[src/rtl/led_word_serializer_pkg.sv]
// led_word_serializer_pkg: state encoding, 10 kHz tick defaults and counter sizing
// shared by the LED word serializer files.
package led_word_serializer_pkg;
    typedef enum logic [1:0] {IDLE = 2'd0, GAP = 2'd1, SHIFT = 2'd2} state_t;
    localparam int DEF_WIDTH = 32;
    localparam int DEF_BIT_TICKS = 1252;
    localparam int DEF_GAP_TICKS = 5000;
    function automatic int tick_w(input int a, input int b);
        return $clog2(a > b ? a : b) + 1;
    endfunction
endpackage

[src/rtl/led_word_serializer_if.sv]
// led_word_serializer_if: word handshake plus LED/status outputs of the serializer.
interface led_word_serializer_if #(parameter int WIDTH = 32);
    logic [WIDTH-1:0] data;
    logic valid;
    logic ready;
    logic led;
    logic busy;
    logic done;
    modport master (output data, valid, input ready, led, busy, done);
    modport slave (input data, valid, output ready, led, busy, done);
endinterface

[src/rtl/led_word_serializer_tick_counter.sv]
// led_word_serializer_tick_counter: counts enabled cycles up to term, pulsing expire
// on the last one; clr reloads it on every state entry.
module led_word_serializer_tick_counter #(parameter int W = 8) (
    input  logic         clk,
    input  logic         rst_n,
    input  logic         clr,
    input  logic         en,
    input  logic [W-1:0] term,
    output logic         expire
);
    logic [W-1:0] cnt;
    assign expire = en && (cnt == term - 1'b1);
    always_ff @(posedge clk)
        if (!rst_n || clr) cnt <= '0;
        else if (en && !expire) cnt <= cnt + 1'b1;
endmodule

[src/rtl/led_word_serializer.sv]
// led_word_serializer: accepts one word by valid/ready and plays it LSB first on a
// registered LED, each bit held BIT_TICKS cycles after a GAP_TICKS low preamble.
module led_word_serializer
    import led_word_serializer_pkg::*;
#(
    parameter int WIDTH     = DEF_WIDTH,
    parameter int BIT_TICKS = DEF_BIT_TICKS,
    parameter int GAP_TICKS = DEF_GAP_TICKS
) (
    input logic clk,
    input logic rst_n,
    led_word_serializer_if.slave s
);
    localparam int TW = tick_w(BIT_TICKS, GAP_TICKS);
    localparam int BW = $clog2(WIDTH) + 1;
    state_t state, state_d;
    logic [WIDTH-1:0] sr, sr_d;
    logic [BW-1:0] bit_cnt, bit_d;
    logic led_q, led_d, busy_q, busy_d, done_q, done_d;
    logic clr, expire;
    logic [TW-1:0] term;
    assign term = (state == GAP) ? TW'(GAP_TICKS) : TW'(BIT_TICKS);
    led_word_serializer_tick_counter #(.W(TW)) ticks (
        .clk(clk), .rst_n(rst_n), .clr(clr),
        .en(state == GAP || state == SHIFT), .term(term), .expire(expire)
    );
    assign s.ready = (state == IDLE);
    assign s.led = led_q;
    assign s.busy = busy_q;
    assign s.done = done_q;
    always_ff @(posedge clk)
        if (!rst_n) begin
            state <= IDLE;
            sr <= '0;
            bit_cnt <= '0;
            led_q <= 1'b0;
            busy_q <= 1'b0;
            done_q <= 1'b0;
        end else begin
            state <= state_d;
            sr <= sr_d;
            bit_cnt <= bit_d;
            led_q <= led_d;
            busy_q <= busy_d;
            done_q <= done_d;
        end
    // led is registered, so each transition loads the value the next cycle must show
    always_comb begin
        state_d = state;
        sr_d = sr;
        bit_d = bit_cnt;
        led_d = led_q;
        busy_d = busy_q;
        done_d = 1'b0;
        clr = 1'b0;
        case (state)
            IDLE: if (s.valid) begin
                sr_d = s.data;
                bit_d = '0;
                clr = 1'b1;
                busy_d = 1'b1;
                state_d = (GAP_TICKS == 0) ? SHIFT : GAP;
                led_d = (GAP_TICKS == 0) ? s.data[0] : 1'b0;
            end
            GAP: if (expire) begin
                state_d = SHIFT;
                clr = 1'b1;
                led_d = sr[0];
            end
            SHIFT: if (expire) begin
                clr = 1'b1;
                if (bit_cnt == BW'(WIDTH - 1)) begin
                    state_d = IDLE;
                    led_d = 1'b0;
                    busy_d = 1'b0;
                    done_d = 1'b1;
                end else begin
                    sr_d = sr >> 1;
                    bit_d = bit_cnt + 1'b1;
                    led_d = sr[1];
                end
            end
            default: begin
                state_d = IDLE;
                led_d = 1'b0;
                busy_d = 1'b0;
            end
        endcase
    end
endmodule

[src/flat_wrapper.sv]
// flat-port wrapper written by rule: the top's interface ports become plain ports
module led_word_serializer_flat import led_word_serializer_pkg::*;
#(
    parameter int WIDTH     = DEF_WIDTH,
    parameter int BIT_TICKS = DEF_BIT_TICKS,
    parameter int GAP_TICKS = DEF_GAP_TICKS
)
  (clk, rst_n, s_data, s_valid, s_ready, s_led, s_busy, s_done);
  led_word_serializer_if #(.WIDTH(WIDTH)) s_i ();
  input logic clk;
  input logic rst_n;
  input wire logic [$bits(s_i.data)-1:0] s_data;
  input wire logic [$bits(s_i.valid)-1:0] s_valid;
  output wire logic [$bits(s_i.ready)-1:0] s_ready;
  output wire logic [$bits(s_i.led)-1:0] s_led;
  output wire logic [$bits(s_i.busy)-1:0] s_busy;
  output wire logic [$bits(s_i.done)-1:0] s_done;
  assign s_i.data = s_data;
  assign s_i.valid = s_valid;
  assign s_ready = s_i.ready;
  assign s_led = s_i.led;
  assign s_busy = s_i.busy;
  assign s_done = s_i.done;
  led_word_serializer #(.WIDTH(WIDTH), .BIT_TICKS(BIT_TICKS), .GAP_TICKS(GAP_TICKS)) u_core (.clk(clk), .rst_n(rst_n), .s(s_i));
endmodule
[config.mk]
export PLATFORM = sky130hd
export DESIGN_NAME = led_word_serializer_flat
export DESIGN_NICKNAME = d
export VERILOG_FILES = /design/src/rtl/led_word_serializer_pkg.sv /design/src/rtl/led_word_serializer_if.sv /design/src/rtl/led_word_serializer_tick_counter.sv /design/src/rtl/led_word_serializer.sv /design/src/flat_wrapper.sv
export SDC_FILE = /design/constraint.sdc
export NUM_CORES = 1
export LEC_CHECK = 0
export ABC_AREA = 1
export CORE_MARGIN = 3
export CORE_UTILIZATION = 40
export DETAILED_ROUTE_END_ITERATION = 10
export DONT_BUFFER_PORTS = 1
export PLACE_DENSITY = 0.61
export SLEW_MARGIN = 20
export SYNTH_ARGS = -nofsm -noshare
export SYNTH_HDL_FRONTEND = slang
export SYNTH_HIERARCHICAL = 1
export SYNTH_SLANG_ARGS = --single-unit
[constraint.sdc]
create_clock -name clk -period 8.8 [get_ports clk]
set_input_delay 0.44 -clock clk [delete_from_list [all_inputs] [get_ports clk]]
set_output_delay 0.44 -clock clk [all_outputs]
set_load 0.02 [all_outputs]
Yosys cells after proc, flatten, opt, wreduce, memory -nomap -nowiden
Cells that the tools add are included.
{"block": "classes", "n_bitwise": 1, "addsub": 3, "shifts": 0, "mux": 27, "n_lt_le_gt_ge": 0, "mul": 0, "n_eq_ne": 9, "n_reduce_logical": 14, "div": 0}
{"operator": "32-bit two-way mux", "count": 3}
{"operator": "32-bit one-hot mux with 2 select lines", "count": 1}
{"operator": "6-bit two-way mux", "count": 3}
{"operator": "14-bit by 1-bit adder with 14-bit output, second input constant", "count": 1}
{"operator": "14-bit equality test", "count": 1}
{"operator": "14-bit by 1-bit subtractor with 14-bit output, second input constant", "count": 1}
{"operator": "13-bit two-way mux", "count": 1}
{"operator": "6-bit one-hot mux with 2 select lines", "count": 1}
{"operator": "4-bit AND reduction", "count": 3}
{"operator": "1-bit two-way mux", "count": 10}
{"operator": "2-bit inequality test, second input constant", "count": 5}
{"operator": "2-bit two-way mux", "count": 4}
{"operator": "6-bit by 1-bit adder with 6-bit output, second input constant", "count": 1}
{"operator": "6-bit by 5-bit equality test with 1-bit output, second input constant", "count": 1}
{"operator": "1-bit one-hot mux with 3 select lines", "count": 2}
{"operator": "2-bit one-hot mux with 3 select lines", "count": 1}
{"operator": "3-bit AND reduction", "count": 2}
{"operator": "2-bit by 1-bit equality test with 1-bit output, second input constant", "count": 1}
{"operator": "2-bit equality test, second input constant", "count": 1}
{"operator": "1-bit logical AND", "count": 2}
{"operator": "1-bit logical NOT", "count": 2}
{"operator": "2-bit logical NOT", "count": 1}
{"operator": "1-bit logical OR", "count": 2}
{"operator": "1-bit one-hot mux with 2 select lines", "count": 1}
{"operator": "other kinds (3)", "count": 3}
{"block": "word_totals", "output_inout_bits": 4, "word_cells": 61, "latchBits": 0, "romBits": 0, "memories": 0, "register_bits": 57, "inputBits": 35, "ram_bits": 0}

Logic depth before layout (Yosys ltp)
{"block": "depth", "ltp_word": 8, "depth_mapped": 25, "depth_no_buf": 23}

Hierarchy
Netlist, hierarchy kept.
{"module": "led_word_serializer", "area_per_inst_um2": 2695.1, "cells_per_inst": 428, "instances": 1, "seq_area_each_um2": 860.8}
{"module": "led_word_serializer_tick_counter", "area_per_inst_um2": 1402.6, "cells_per_inst": 233, "instances": 1, "seq_area_each_um2": 280.3}

Worst setup path after synthesis
No wires, ideal clock.
{"block": "synth_path", "path_type": "flip-flop to flip-flop", "from": "register u_core.state[1]", "to": "register u_core.sr[10]", "t_required_ns": 8.690, "synth_period_minus_slack_ns": 3.291, "slack_ns": 5.509, "setup_time_ns": 0.110, "stages_incl_launch_ff": 22, "arrival_time_ns": 3.181, "path_buffers": 2, "cell_sequence": "dfxtp_1 inv_1 ha_1 inv_1 nor2_2 nand2_2 nor2_2 nand2_1 nand2_1 nand3_1 nor2_2 nand3_4 buf_2 nor2_1 inv_1 nand2_2 nand2_2 clkinv_4 clkbuf_1 nand4_1 nand2_1 nor2_1"}
{"block": "synth_between", "elab_chain_cells": 7, "word_cells_on_any_way": 14, "classes_between": "add/sub (1); eq/ne (6); mux (2); reduce/logical (5)"}
{"element": "from (decl)", "line": "led_word_serializer.sv:16", "rtl": "state_t state, state_d;"}
{"element": "from (signal assigned)", "line": "led_word_serializer.sv:40", "rtl": "state <= state_d;"}
{"element": "2-bit by 1-bit equality test with 1-bit output", "line": "led_word_serializer.sv:22", "rtl": "assign term = (state == GAP) ? TW'(GAP_TICKS) : TW'(BIT_TICKS);"}
{"element": "13-bit two-way mux", "line": "led_word_serializer.sv:22"}
{"element": "net u_core.term[12]", "line": "led_word_serializer.sv:21", "rtl": "logic [TW-1:0] term;"}
{"element": "14-bit by 1-bit subtractor with 14-bit output", "line": "led_word_serializer_tick_counter.sv:12", "rtl": "assign expire = en && (cnt == term - 1'b1);"}
{"element": "14-bit equality test", "line": "led_word_serializer_tick_counter.sv:12"}
{"element": "1-bit logical AND", "line": "led_word_serializer_tick_counter.sv:12"}
{"element": "net u_core.expire", "line": "led_word_serializer.sv:20", "rtl": "logic clr, expire;"}
{"element": "2-bit inequality test (no source line)"}
{"element": "4-bit AND reduction (no source line)"}
{"element": "to (signal assigned)", "line": "led_word_serializer.sv:41", "rtl": "sr <= sr_d;"}
{"element": "to (decl)", "line": "led_word_serializer.sv:17", "rtl": "logic [WIDTH-1:0] sr, sr_d;"}
The timed path passes the listed nets, and every way through them passes these cells.
A chain may end at the register's enable or synchronous reset.

Worst setup path after layout
{"block": "layout_path", "from": "register u_core.state[1]", "to": "register u_core.bit_cnt[2]"}
{"block": "layout_between", "elab_chain_cells": 7, "word_cells_on_any_way": 14, "classes_between": "add/sub (1); eq/ne (6); mux (2); reduce/logical (5)"}
{"element": "2-bit by 1-bit equality test with 1-bit output", "line": "led_word_serializer.sv:22"}
{"element": "13-bit two-way mux", "line": "led_word_serializer.sv:22"}
{"element": "net u_core.term[12]", "line": "led_word_serializer.sv:21"}
{"element": "14-bit by 1-bit subtractor with 14-bit output", "line": "led_word_serializer_tick_counter.sv:12"}
{"element": "14-bit equality test", "line": "led_word_serializer_tick_counter.sv:12"}
{"element": "1-bit logical AND", "line": "led_word_serializer_tick_counter.sv:12"}
{"element": "net u_core.expire", "line": "led_word_serializer.sv:20"}
{"element": "2-bit inequality test (no source line)"}
{"element": "4-bit AND reduction (no source line)"}
{"element": "to (signal assigned)", "line": "led_word_serializer.sv:42", "rtl": "bit_cnt <= bit_d;"}
{"element": "to (decl)", "line": "led_word_serializer.sv:18", "rtl": "logic [BW-1:0] bit_cnt, bit_d;"}
The timed path passes the listed nets, and every way through them passes these cells.

==> impl_metrics.env <==
export IMPL_run_status="complete, no violations"
export IMPL_seq_area_frac_synth=0.278
export IMPL_synth_seq_cells=57
export IMPL_hold_end="u_core/s.busy$_SDFFE_PN0P_"
export IMPL_gp_congestion=0.868
export IMPL_route_detailed_drc=0
export IMPL_drv_slew=0
export IMPL_critical_path_class="reg -> reg"
export IMPL_r2r_start="u_core/state[1]$_SDFFE_PN0P_"
export IMPL_die_width_um=107
export IMPL_busiest_layer="met2"
export IMPL_synth_distinct_cells=35
export IMPL_hold_viol_final=0
export IMPL_grt_pass1_wl_um=15400
export IMPL_row_count=36
export IMPL_postCtsSetupBuffers=0
export IMPL_cp_required_ns=9.02
export IMPL_fin_skew_ns=0.0109
export IMPL_crit_path_end_kind="flip-flop"
export IMPL_synth_top_area_frac=0.278
export IMPL_synth_largest_area_cell="dfxtp_1"
export IMPL_grtUsageTotal=0.163
export IMPL_final_common_cell="nand2_1"
export IMPL_stdcell_area_mm2=0.00430
export IMPL_critPathTopFamily="simple AND/OR/NAND/NOR gates"
export IMPL_cts_tree="built"
export IMPL_critical_path_buf_inv_count=6
export IMPL_via_per_inst=4.63
export IMPL_clk_latency_ns=0.33
export IMPL_clockRootBuffer="clkbuf_8"
export IMPL_dieArea_mm2=0.0115
export IMPL_layout_drive_gt1_share=0.0837
export IMPL_crit_arrival_ns=4.89
export IMPL_numPortBuffers=0
export IMPL_synth_area_top_cells="dfxtp_1 28%, nand2_1 18%, inv_1 9.5%, nor2_1 5.9%, nand4_1 5.6%"
export IMPL_cts_buffers=9
export IMPL_postCtsHoldBufs=0
export IMPL_htreeDepth=3
export IMPL_rrSetupSlack_ns=4.13
export IMPL_grt_antenna_before_repair=0
export IMPL_overflow=0
export IMPL_final_antenna_net_count=0
export IMPL_ios=39
export IMPL_place_ws_ns=4.11
export IMPL_num_nets_final=697
export IMPL_reg2reg_to="u_core/bit_cnt[2]$_SDFFE_PN0P_"
export IMPL_area_growth_pct=5.01
export IMPL_grt_pass1_vias=3505
export IMPL_worst_hold_slack_ns=0.240
export IMPL_fillers=1047
export IMPL_fin_setup_tns_ns=0
export IMPL_slowest_stage="nand3_2"
export IMPL_vias=3659
export IMPL_finalCritPeriodShare=0.530
export IMPL_fmax_ghz=0.214
export IMPL_finalSetupViolCount=0
export IMPL_syn_area_mm2=0.00410
export IMPL_placed_cell_area_mm2=0.00413
export IMPL_cts_sinks=57
export IMPL_wirelength_um=8750
export IMPL_ir_drop_uv=141
export IMPL_wl_per_cell_um=11.1
export IMPL_first_pass_iters=4
export IMPL_synthFlopType="dfxtp_1"
export IMPL_core_area_mm2=0.00986
export IMPL_use_met3=0.0415
export IMPL_crit_fanout=38
export IMPL_hpwlAfterDp_um=5900
export IMPL_r2r_cells=23
export IMPL_min_path_cells=2
export IMPL_synth_edf_count=0
export IMPL_powerDensity_mw_per_mm2=316
export IMPL_grtUsageMet1=0.188
export IMPL_slew_headroom=0.306
export IMPL_drtIter0Drc=181
export IMPL_max_slew_worst_pin_slew_ns=1.04
export IMPL_cts_max_path_buffers=2
export IMPL_startpoint_type="flip-flop"
export IMPL_max_cap_violations=0
export IMPL_cpMostUsedCell="nand2_1"
export IMPL_final_cell_mix="196 x nand2_1, 104 x inv_1, 64 x nor2_1, 57 x dfxtp_1, 37 x nand4_1"
export IMPL_crit_chain="inv_1 -> ha_1 -> inv_1 -> inv_1 -> nand2_1 -> nor2_1 -> nand2_1 -> nand2_1 -> nand2_1 -> nor2_1 -> nand2_1 -> nor2_2 -> nand3_4 -> nor2_1 -> inv_1 -> nand2_2 -> nand2_2 -> clkinv_4 -> nand3_2 -> nand2_1 -> nand2_1 -> nand2_1 -> inv_1"
export IMPL_cts_resized_gates=0
export IMPL_antenna_cells=0
export IMPL_grt_max_degree=64
export IMPL_utilization=0.436
export IMPL_synth_async_reset_ratio=0
export IMPL_hold_class="in -> reg"
export IMPL_fin_crit_ns=4.67
export IMPL_max_stage_delay_ns=0.70
export IMPL_netlist_instances=661
export IMPL_die_height_um=107
export IMPL_grt_use_met2=0.293
export IMPL_fin_ws_ns=4.13
export IMPL_worst_hold_startpoint="rst_n"
export IMPL_start_util=0.415
export IMPL_p_leak_nw=2.13
export IMPL_clkTransAtPathRegs_ns=0.06
export IMPL_rsz0062_at_grt="false"
export IMPL_syn_mean_instance_area_um2=6.20
export IMPL_yosysWarnings=6
==> area by class of cell <==
| cell class | instances | area, µm² | area share |
|---|---|---|---|
| clock buffer | 10 | 138 | 0.0320 |
| sequential | 57 | 1140 | 0.265 |
| multi-input combinational | 469 | 2380 | 0.554 |
| tap | 133 | 166 | 0.0387 |
| clock inverter | 5 | 32.5 | 0.00756 |
| inverter | 116 | 440 | 0.102 |
==> state kept, by name (all words and copies together), names as in the netlist <==
signal            cells
u_core/s.led          1
u_core/state          2
u_core/s.done         1
u_core/sr            32
u_core/ticks/cnt     14
u_core/s.busy         1
u_core/bit_cnt        6
==> stage by stage <==
stage | cells | power [mW]
6_report | 790 | 1.36
2_1_floorplan | 675 | 1.07
3_5_place_dp | 775 | 1.16
4_1_cts | 790 | 1.37
5_1_grt | 790 | 1.52
3_3_place_gp | 775 | 1.14
==> Yosys cell counts, drive strengths merged (2+ instances only) <==
library cell	count
buf	20
nand4	37
inv	115
clkbuf	13
o21a	30
ha	9
nand3b	4
dfxtp	57
xor2	15
nand3	30
conb	2
a21oi	19
xnor2	9
nor3	5
nor2	75
o21ai	8
nand2	208
==> metal layers <==
metal  vias to the layer above  wire length [µm]
met4                         0                89
met3                         9               345
met1                      1614              3980
met2                        46              4340
li1                       1990                 -
met5                         -                 0
==> where the power goes <==
group	leakage, nW	internal (mW)	total, mW	switching (mW)
clock	0.0802	0.107	0.213	0.106
sequential	0.469	0.342	0.379	0.0374
combinational	1.58	0.254	0.769	0.515
==> worst max-delay path by stage <==
stage | from | endpoint | slack [ns] | cells past startpoint
3_5_place_dp | u_core/state[1]$_SDFFE_PN0P_ | u_core/bit_cnt[3]$_SDFFE_PN0P_ | 4.11 | 23
6_report | u_core/state[1]$_SDFFE_PN0P_ | u_core/bit_cnt[2]$_SDFFE_PN0P_ | 4.13 | 23
5_1_grt | u_core/state[1]$_SDFFE_PN0P_ | u_core/bit_cnt[3]$_SDFFE_PN0P_ | 3.54 | 23
2_1_floorplan | u_core/state[1]$_SDFFE_PN0P_ | u_core/sr[10]$_SDFFE_PN0P_ | 5.51 | 21
3_3_place_gp | u_core/state[1]$_SDFFE_PN0P_ | u_core/bit_cnt[2]$_SDFFE_PN0P_ | 4.28 | 21
4_1_cts | u_core/state[1]$_SDFFE_PN0P_ | u_core/bit_cnt[2]$_SDFFE_PN0P_ | 4.09 | 21
==> worst register-to-register path, delay by kind of cell (launching register included) <==
kind	cells	cell delay, ns
flops	1	0.34
buf+inv	6	1.08
simple gates	16	2.54
fa+ha+maj	1	0.61
==> logic make-up after synthesis <==
| family | Yosys count | synth area share |
|---|---|---|
| fa+ha+maj | 9 | 0.0275 |
| other cells | 2 | 0.00183 |
| simple gates | 362 | 0.398 |
| buf+inv | 149 | 0.152 |
| compound gates | 58 | 0.0907 |
| flops | 57 | 0.278 |
| xor+xnor | 24 | 0.0513 |
(Power assumes the default switching activity.)
